--- config.mk ---
export PLATFORM = sky130hd
export DESIGN_NAME = keypad_decoder
export DESIGN_NICKNAME = d
export VERILOG_FILES = /design/src/rtl/keypad_decoder.sv
export SDC_FILE = /design/constraint.sdc
export NUM_CORES = 1
export LEC_CHECK = 0
export ABC_AREA = 1
export BUFFER_PORTS_ARGS = -buffer_cell sky130_fd_sc_hd__buf_2
export CORE_AREA = 2 2 75 77
export CTS_CLUSTER_DIAMETER = 60
export DETAILED_ROUTE_END_ITERATION = 8
export DIE_AREA = 0 0 77 79
export GPL_TIMING_DRIVEN = 0
export HOLD_SLACK_MARGIN = 0.12
export SYNTH_ARGS = -nofsm -noshare
export SYNTH_HDL_FRONTEND = slang
export SYNTH_SLANG_ARGS = --single-unit
--- constraint.sdc ---
create_clock -name clk -period 3.7 [get_ports clk]
set_clock_uncertainty 0.15 [all_clocks]
set_input_delay 0.37 -clock clk [delete_from_list [all_inputs] [get_ports clk]]
set_output_delay 0.37 -clock clk [all_outputs]
set_load 0.01 [all_outputs]
--- src/rtl/keypad_decoder.sv ---
// keypad_decoder: aligns keypad columns to the row scan, classifies each scan
// frame, and debounces presses/releases into single-pulse key codes.
module keypad_decoder #(
  parameter int unsigned DEBOUNCE_FRAMES = 4
) (
  input  logic       clk,
  input  logic       rst,
  input  logic       R1,
  input  logic       R2,
  input  logic       R3,
  input  logic       R4,
  input  logic       C1,
  input  logic       C2,
  input  logic       C3,
  input  logic       C4,
  output logic [3:0] key_code,
  output logic       key_valid,
  output logic       key_held,
  output logic       key_err
);

  localparam int unsigned LINES = 4;
  localparam int unsigned CW    = 4;
  localparam logic [CW-1:0] DEB_LAST = CW'(DEBOUNCE_FRAMES - 1);

  typedef enum logic [1:0] {ST_IDLE, ST_DEB_PRESS, ST_HELD, ST_DEB_REL} state_e;

  logic [LINES-1:0] row_in, col_in;
  logic [LINES-1:0] col_s1_q, col_s1_d, col_s2_q, col_s2_d;
  logic [LINES-1:0] row_d1_q, row_d1_d, row_d2_q, row_d2_d;
  logic [1:0]       acc_cnt_q, acc_cnt_d;
  logic [3:0]       acc_code_q, acc_code_d;
  logic             frame_act_q, frame_act_d;
  state_e           state_q, state_d;
  logic [CW-1:0]    cnt_q, cnt_d;
  logic [3:0]       cand_q, cand_d;
  logic [3:0]       key_code_q, key_code_d;
  logic             key_valid_q, key_valid_d;
  logic             key_held_q, key_held_d;
  logic             key_err_q, key_err_d;

  logic             frame_done;
  logic [1:0]       frame_cnt;
  logic [3:0]       frame_code;
  logic             accept_c, err_c;
  logic             res_none, res_single, res_multi;

  assign row_in = {R4, R3, R2, R1};
  assign col_in = {C4, C3, C2, C1};

  // Row/column position to key code.
  function automatic logic [3:0] map_code(input logic [1:0] row, input logic [1:0] col);
    logic [3:0] c;
    c = 4'h0;
    case ({row, col})
      4'd0:  c = 4'h1;
      4'd1:  c = 4'h2;
      4'd2:  c = 4'h3;
      4'd3:  c = 4'hA;
      4'd4:  c = 4'h4;
      4'd5:  c = 4'h5;
      4'd6:  c = 4'h6;
      4'd7:  c = 4'hB;
      4'd8:  c = 4'h7;
      4'd9:  c = 4'h8;
      4'd10: c = 4'h9;
      4'd11: c = 4'hC;
      4'd12: c = 4'hF;
      4'd13: c = 4'h0;
      4'd14: c = 4'hE;
      default: c = 4'hD;
    endcase
    return c;
  endfunction

  // Column synchronizer and matching row delay line.
  always_comb begin
    col_s1_d = col_in;
    col_s2_d = col_s1_q;
    row_d1_d = row_in;
    row_d2_d = row_d1_q;
  end

  // Per-frame closure accumulation and classification on the aligned R4 cycle.
  always_comb begin
    logic [1:0] row_idx, col_idx, base_cnt, sat_cnt;
    logic [2:0] closures, sum;
    logic [3:0] base_code, code;
    logic       active;
    acc_cnt_d   = acc_cnt_q;
    acc_code_d  = acc_code_q;
    frame_act_d = frame_act_q;
    frame_done  = 1'b0;
    frame_cnt   = acc_cnt_q;
    frame_code  = acc_code_q;
    row_idx     = row_d2_q[1] ? 2'd1 : row_d2_q[2] ? 2'd2 : row_d2_q[3] ? 2'd3 : 2'd0;
    col_idx     = col_s2_q[0] ? 2'd0 : col_s2_q[1] ? 2'd1 : col_s2_q[2] ? 2'd2 : 2'd3;
    closures    = 3'(col_s2_q[0]) + 3'(col_s2_q[1]) + 3'(col_s2_q[2]) + 3'(col_s2_q[3]);
    base_cnt    = row_d2_q[0] ? 2'd0 : acc_cnt_q;
    base_code   = row_d2_q[0] ? 4'h0 : acc_code_q;
    active      = row_d2_q[0] | frame_act_q;
    sum         = 3'(base_cnt) + closures;
    sat_cnt     = (sum >= 3'd2) ? 2'd2 : sum[1:0];
    code        = (base_cnt == 2'd0 && closures != 3'd0) ? map_code(row_idx, col_idx) : base_code;
    if ($onehot(row_d2_q)) begin
      if (row_d2_q[3]) begin
        frame_done  = active;
        frame_cnt   = sat_cnt;
        frame_code  = code;
        acc_cnt_d   = 2'd0;
        acc_code_d  = 4'h0;
        frame_act_d = 1'b0;
      end else begin
        acc_cnt_d   = sat_cnt;
        acc_code_d  = code;
        frame_act_d = active;
      end
    end
  end

  assign res_none   = frame_done && (frame_cnt == 2'd0);
  assign res_single = frame_done && (frame_cnt == 2'd1);
  assign res_multi  = frame_done && (frame_cnt == 2'd2);

  // State register and all datapath flops.
  always_ff @(posedge clk or posedge rst) begin
    if (rst) begin
      col_s1_q    <= '0;
      col_s2_q    <= '0;
      row_d1_q    <= '0;
      row_d2_q    <= '0;
      acc_cnt_q   <= '0;
      acc_code_q  <= '0;
      frame_act_q <= 1'b0;
      state_q     <= ST_IDLE;
      cnt_q       <= '0;
      cand_q      <= '0;
      key_code_q  <= '0;
      key_valid_q <= 1'b0;
      key_held_q  <= 1'b0;
      key_err_q   <= 1'b0;
    end else begin
      col_s1_q    <= col_s1_d;
      col_s2_q    <= col_s2_d;
      row_d1_q    <= row_d1_d;
      row_d2_q    <= row_d2_d;
      acc_cnt_q   <= acc_cnt_d;
      acc_code_q  <= acc_code_d;
      frame_act_q <= frame_act_d;
      state_q     <= state_d;
      cnt_q       <= cnt_d;
      cand_q      <= cand_d;
      key_code_q  <= key_code_d;
      key_valid_q <= key_valid_d;
      key_held_q  <= key_held_d;
      key_err_q   <= key_err_d;
    end
  end

  // Debounce FSM: advances only on completed frame results.
  always_comb begin
    state_d  = state_q;
    cnt_d    = cnt_q;
    cand_d   = cand_q;
    accept_c = 1'b0;
    err_c    = 1'b0;
    case (state_q)
      ST_IDLE: begin
        if (res_single) begin
          cand_d = frame_code;
          cnt_d  = CW'(1);
          if (DEBOUNCE_FRAMES == 1) begin
            accept_c = 1'b1;
            state_d  = ST_HELD;
          end else begin
            state_d = ST_DEB_PRESS;
          end
        end else if (res_multi) begin
          err_c = 1'b1;
        end
      end
      ST_DEB_PRESS: begin
        if (res_single) begin
          if (frame_code == cand_q) begin
            if (cnt_q >= DEB_LAST) begin
              accept_c = 1'b1;
              state_d  = ST_HELD;
            end else begin
              cnt_d = cnt_q + CW'(1);
            end
          end else begin
            cand_d = frame_code;
            cnt_d  = CW'(1);
          end
        end else if (res_none) begin
          state_d = ST_IDLE;
        end else if (res_multi) begin
          err_c   = 1'b1;
          state_d = ST_IDLE;
        end
      end
      ST_HELD: begin
        if (res_none) begin
          cnt_d   = CW'(1);
          state_d = (DEBOUNCE_FRAMES == 1) ? ST_IDLE : ST_DEB_REL;
        end
      end
      default: begin
        if (res_none) begin
          if (cnt_q >= DEB_LAST) begin
            state_d = ST_IDLE;
          end else begin
            cnt_d = cnt_q + CW'(1);
          end
        end else if (res_single || res_multi) begin
          state_d = ST_HELD;
        end
      end
    endcase
  end

  // Registered outputs derived from the FSM decision.
  always_comb begin
    key_code_d  = accept_c ? frame_code : key_code_q;
    key_valid_d = accept_c;
    key_err_d   = err_c;
    key_held_d  = (state_d == ST_HELD) || (state_d == ST_DEB_REL);
  end

  assign key_code  = key_code_q;
  assign key_valid = key_valid_q;
  assign key_held  = key_held_q;
  assign key_err   = key_err_q;

endmodule
==> flow_summary.ini, run 1 <==
[final_layout]
n_antenna_cell = 0
drive_gt1_frac = 0.1722
stdcell_count = 345
syn_to_final_growth_pct = 18.59
fin_nets = 296

[timing]
hold_viol = 0
max_freq_mhz = 293.1
finalSetupTns_ns = 0
rsz0062_at_grt = no
slew_headroom = 0.4621
finalCritPeriodShare = 0.9220
post-route-min-period_ns = 3.411
drv_slew = 0
setup_viol = 0
worstMarginPinSlew_ns = 0.8056

[cts]
root_buffer = clkbuf_8
cts_buffers = 5
clkSlewWorstSetupHoldPaths_ns = 0.08
clock_latency_ns = 0.29
htreeDepth = 2
clockBufferDepth = 2
cts_tree = built
cts_sinks = 39

[grt]
antenna_found_initial = 0
grtUsageTotal = 0.1447
grt_pass1_wl_microns = 7017
grt_pass1_vias = 1593
grt_start_max_net_pins = 40
grt_overflow = 0

[setup_path]
cp_data_required_time_ns = 3.73
worst-path-buf-inv = 1
slowest_stage = fa_1
endpoint_kind = flop
cp_top_family = adder cells
crit_fanout = 10
critPathMaxStageDelay_ns = 0.49
worstSetupPathType = flop to flop
cp-startpoint = col_s2_q[0]
arrival_ns = 3.44
crit_chain = fa_1, ha_1, ha_1, fa_1, inv_1, nor2_1, nor3_4, nand2_1, nand2_2, o21ai_2, nor2_1, nand2_1, nor3_2, nand3_4, nand2_1, o21ai_1
r2r-start = col_s2_q[0]
cpMostUsedCell = nand2_1
startpoint_type = flop

[logic_synthesis]
synth_area_per_cell_sq_um = 8.727
synth_top_family_by_area = simple AND/OR/NAND/NOR gates
synthSimpleGateAreaFrac = 0.2776
synth_largest_area_cell = dfrtp_1
synth_mux_area_frac = 0
synth_cells = 236
synthTopCellsByArea = dfrtp_1 (47%), nand2_1 (11%), ha_1 (6.7%)
ys_warn_count = 0
syn_nets = 260
synth_xor_area_frac = 0
synth_area_sq_mm = 0.002059
yosys.area.top_type_share = 0.4739
yosysSeqAreaShare = 0.4739
ys_ff_latch = 39
synthDistinctLibCells = 27
synthAdderAreaFrac = 0.09599
synth-compound-area-share = 0.08445

[routing]
avgViaCountPerCell = 4.597
antenna_left = 0
drtPass1Iterations = 4
wl_per_cell_microns = 10.90
drtIter0Drc = 93
drcViolationCount = 0
drt_wl_total_microns = 3759
vias = 1586

[outcome]
outcome = finished clean

[placed_design]
port_buffers = 16
placedCellCount = 324
hpwl_microns = 2699
gp_congestion = 0.7926

[power_and_ir_drop]
p_per_area_mw_per_mm2 = 514.3
power_leakage_nw = 1.238
peakVddDrop_mv = 0.2364

[die]
ios = 17
fp.dieH_microns = 79
initial_core_util = 0.3858
die-width_microns = 77
dieArea_sq_mm = 0.006083
core_sq_mm = 0.005338
rows = 27

[job]
cap_violations = 0

[worst_hold_path]
hold_class = flop to flop
min_from = row_d1_q[0]
-- power by group --
group	switching (mW)	internal, mW	leakage [nW]
clock	0.153	0.132	0.0412
combinational	0.266	0.171	0.698
sequential	0.0455	0.490	0.499
-- Yosys cell counts (all sizes together) --
master,count
dfrtp,39
fa,3
o21bai,3
nand2,62
nor2,21
ha,11
nor3,5
inv,35
nand3b,3
nor4,1
clkinv,1
o22ai,4
o21ai,18
or2,1
nand4,2
a21oi,5
nand3,22
-- worst paths after layout --
check	to	slack (ns)	cells after the start
worst max-delay path	key_code[0]	0.29	16
worst min-delay path	row_d2_q[0]	0.20	0
worst max register to register	key_code[0]	0.29	16
worst min register to register	row_d2_q[0]	0.20	0
max in group asynchronous	acc_code_q[2]	2.26	3
min in group asynchronous	acc_code_q[0]	0.63	3
-- stage by stage --
| step | power [mW] | hold WS [ns] | cell area [sq um] | worst slack, ns | utilization |
|---|---|---|---|---|---|
| floorplan | 0.8617 | 0.1812 | 2059 | 0.4982 | - |
| global placement | 0.9340 | 0.1838 | 2230 | 0.2506 | 0.4177 |
| detailed placement | 0.9453 | 0.1847 | 2230 | 0.1776 | 0.4177 |
| CTS | 1.243 | 0.2027 | 2405 | 0.1424 | 0.4505 |
| global route | 1.363 | 0.2117 | 2442 | 0.006318 | 0.4576 |
| finish | 1.256 | 0.2005 | 2442 | 0.2886 | 0.4576 |
-- area by class of cell --
| cell class | instances | area (sq um) |
|---|---|---|
| fillers | 561 | 2895 |
| multi-input cells | 161 | 950.9 |
| flip-flops and latches | 39 | 975.9 |
| repair buffers | 29 | 200.2 |
| well taps | 72 | 90.09 |
| inverters | 36 | 140.1 |
| clock inverters | 2 | 12.51 |
| clock buffers | 6 | 72.57 |
-- routing by layer --
layer  global-route usage  share of wire
met1               0.1837           0.47
met2               0.2421           0.48
met3              0.03182          0.032
met4              0.05714          0.018
met5                    0              0
-- cells by family after synthesis --
family                   Yosys count
buffers and inverters             36
AO/OA/AOI/OAI                     30
adder cells (fa/ha/maj)           14
flip-flops                        39
AND/OR/NAND/NOR                  117
-- state kept, by name (all words and copies together), names as in the netlist --
signal	flops
row_d2_q	4
cnt_q	4
key_err	1
frame_act_q	1
acc_code_q	4
col_s1_q	4
state_q	1
key_valid	1
col_s2_q	4
key_held	1
row_d1_q	4
cand_q	4
key_code	4
acc_cnt_q	2
-- what timing repair did --
item                                    in CTS  in global routing
gates resized for setup                      0                  1
buffers inserted                             0                  4
hold endpoints to repair                    17                  0
hold buffers                                 9                  0
endpoints found under the setup margin       0                 12
-- worst reg2reg max path, delay by kind of cell, from the launching register on --
family	cells	cell delay [ns]
adders and majority gates	4	1.43
AOI/OAI and AO/OA	2	0.13
buffers and inverters	1	0.08
DFF	1	0.41
and+or+nand+nor	9	1.11
-- cells in the final DEF (no fill, tap or decap), types with 2 or more instances in the layout --
cell	Yosys	routed
nand2_1	58	58
ha_1	11	11
o22ai_1	4	4
clkbuf_8	0	5
nand3b_1	3	3
dlygate4sd3_1	0	9
a21oi_1	5	5
o21bai_1	3	3
buf_2	0	16
o21ai_0	9	9
buf_4	0	4
dfrtp_1	39	39
nand4_1	2	2
nand2_2	3	3
fa_1	3	3
nor3_1	2	2
inv_2	2	3
o21ai_2	3	3
inv_1	33	32
nor2_1	17	17
nand3_1	20	20
nor3_4	2	2
o21ai_1	6	6
nor2_4	3	3
Power figures use the tool's default switching activity.
==> run 2, diff against run 1 <==
Settings changed: CTS_CLUSTER_DIAMETER 60 to 100, PLACE_DENSITY set to 0.63.
==> flow_summary.ini, run 2 (synthesized netlist as in run 1, its figures left out) <==
[outcome]
outcome = finished clean

[setup_path]
startpoint_type = flop
cp_data_required_time_ns = 3.77
r2r-start = col_s2_q[1]
worstSetupPathType = flop to flop
endpoint_kind = flop
arrival_ns = 3.41
cp-startpoint = col_s2_q[1]
crit_fanout = 5

[final_layout]
final_cell_mix = nand2_1 (58), dfrtp_1 (39), inv_1 (32), nand3_1 (20), nor2_1 (17)
layout_commonest_cell = nand2_1
fillers = 554
fin_nets = 296
syn_to_final_growth_pct = 19.08
n_antenna_cell = 0
final_util = 0.4594
drive_gt1_frac = 0.1758
stdcell_count = 345
fin_area_sq_mm = 0.002452

[placed_design]
placed_cell_area_sq_mm = 0.002230
gp_congestion = 0.7953
hpwl_microns = 2675
placedCellCount = 324
port_buffers = 16

[timing]
drv_slew = 0
post-route-min-period_ns = 3.334
rsz0062_at_grt = no
worstMarginPinSlew_ns = 0.8242
slew_headroom = 0.4497
hold_viol = 0
max_freq_mhz = 300.0
finalSetupTns_ns = 0
finalCritPeriodShare = 0.9010
finalHoldWorstSlack_ns = 0.2021
setup_viol = 0

[grt]
grt_overflow = 0
grt_pass1_wl_microns = 6824
grt_pass1_vias = 1564
antenna_found_initial = 0
grtUsageTotal = 0.1408
grt_start_max_net_pins = 40

[routing]
drtPass1Iterations = 4
antenna_left = 0
drcViolationCount = 0
drt_wl_total_microns = 3753
wl_per_cell_microns = 10.88
drtIter0Drc = 80
avgViaCountPerCell = 4.696
vias = 1620

[die]
fp.dieH_microns = 79
rows = 27
die-width_microns = 77
core_sq_mm = 0.005338
dieArea_sq_mm = 0.006083
initial_core_util = 0.3858
ios = 17

[job]
cap_violations = 0

[cts]
cts_sinks = 39
clkSlewWorstSetupHoldPaths_ns = 0.08
root_buffer = clkbuf_8
clockBufferDepth = 2
cts_tree = built
cts_buffers = 5
htreeDepth = 2
clock_latency_ns = 0.29

[power_and_ir_drop]
p_per_area_mw_per_mm2 = 511.3
p_int_uw = 791.1
clkPwrFrac = 0.229
swShare = 0.3691
peakVddDrop_mv = 0.2657
seqPwrFrac = 0.426
power_frac_comb = 0.345
power_leakage_nw = 1.252
p_sw_uw = 462.8

[worst_hold_path]
hold_class = flop to flop
min_from = col_s1_q[2]
run 2: cell types whose count changed in the layout (fill, tap and decap cells not counted):
cell        change
nor3_2          -1
clkinvlp_4      +1
clkbuf_1        -1
nor3_4          +1
run 2: final cells by class:
cell class	instances	area [sq um]	share of cell area
multi-input combinational	161	957.2	0.3903
sequential	39	975.9	0.3980
clock inverter	3	20.02	0.008163
clock buffer	5	68.82	0.02806
inverter	36	140.1	0.05714
tap	72	90.09	0.03673
timing repair buffer	29	200.2	0.08163
run 2: per-layer routing:
layer	track usage	routed length, microns
met5	0	0
met4	0.04286	38
met1	0.1825	1871
met2	0.2342	1760
met3	0.03523	83
run 2: per-stage QoR:
step | power [mW] | setup WS, ns
3_3_place_gp | 0.9312 | 0.2419
6_report | 1.254 | 0.3661
2_1_floorplan | 0.8617 | 0.4982
4_1_cts | 1.243 | 0.1572
5_1_grt | 1.360 | 0.08330
3_5_place_dp | 0.9410 | 0.2087
run 2: worst max-delay path, cell delays in order, from the launching register on:
cell and delay (ns):
dfrtp_1 0.42, fa_1 0.47, ha_1 0.19, ha_1 0.31, fa_1 0.42, inv_1 0.07, nor2_1 0.06, nor3_4 0.18
nand2_1 0.10, nand2_2 0.07, o21ai_2 0.07, nor2_1 0.10, nand2_1 0.13, o21ai_2 0.14, nand2_1 0.10, or2_0 0.22
nand4_1 0.09
run 2: power by group through the flow:
stage / clock [mW] / combinational [mW] / sequential [mW]
finish: 0.287 / 0.432 / 0.534
global route: 0.320 / 0.496 / 0.544
CTS: 0.301 / 0.407 / 0.535
detailed placement: 0 / 0.398 / 0.543
global placement: 0 / 0.391 / 0.540
floorplan: 0 / 0.330 / 0.532
run 2: what timing repair did:
item / CTS / global route
hold endpoints to repair: 41 / 0
endpoints found under the setup margin: 0 / 13
hold buffers: 9 / 0
buffers inserted: 0 / 4
gates resized for setup: 0 / 2
run 2: worst paths after layout:
kind / slack (ns) / cells after the start / endpoint
max in group asynchronous: 2.24 / 3 / cnt_q[0]
hold reg to reg: 0.20 / 0 / col_s2_q[2]
hold / removal: 0.20 / 0 / col_s2_q[2]
setup reg to reg: 0.37 / 16 / cnt_q[0]
min in group asynchronous: 0.64 / 3 / acc_code_q[1]
setup / recovery: 0.37 / 16 / cnt_q[0]
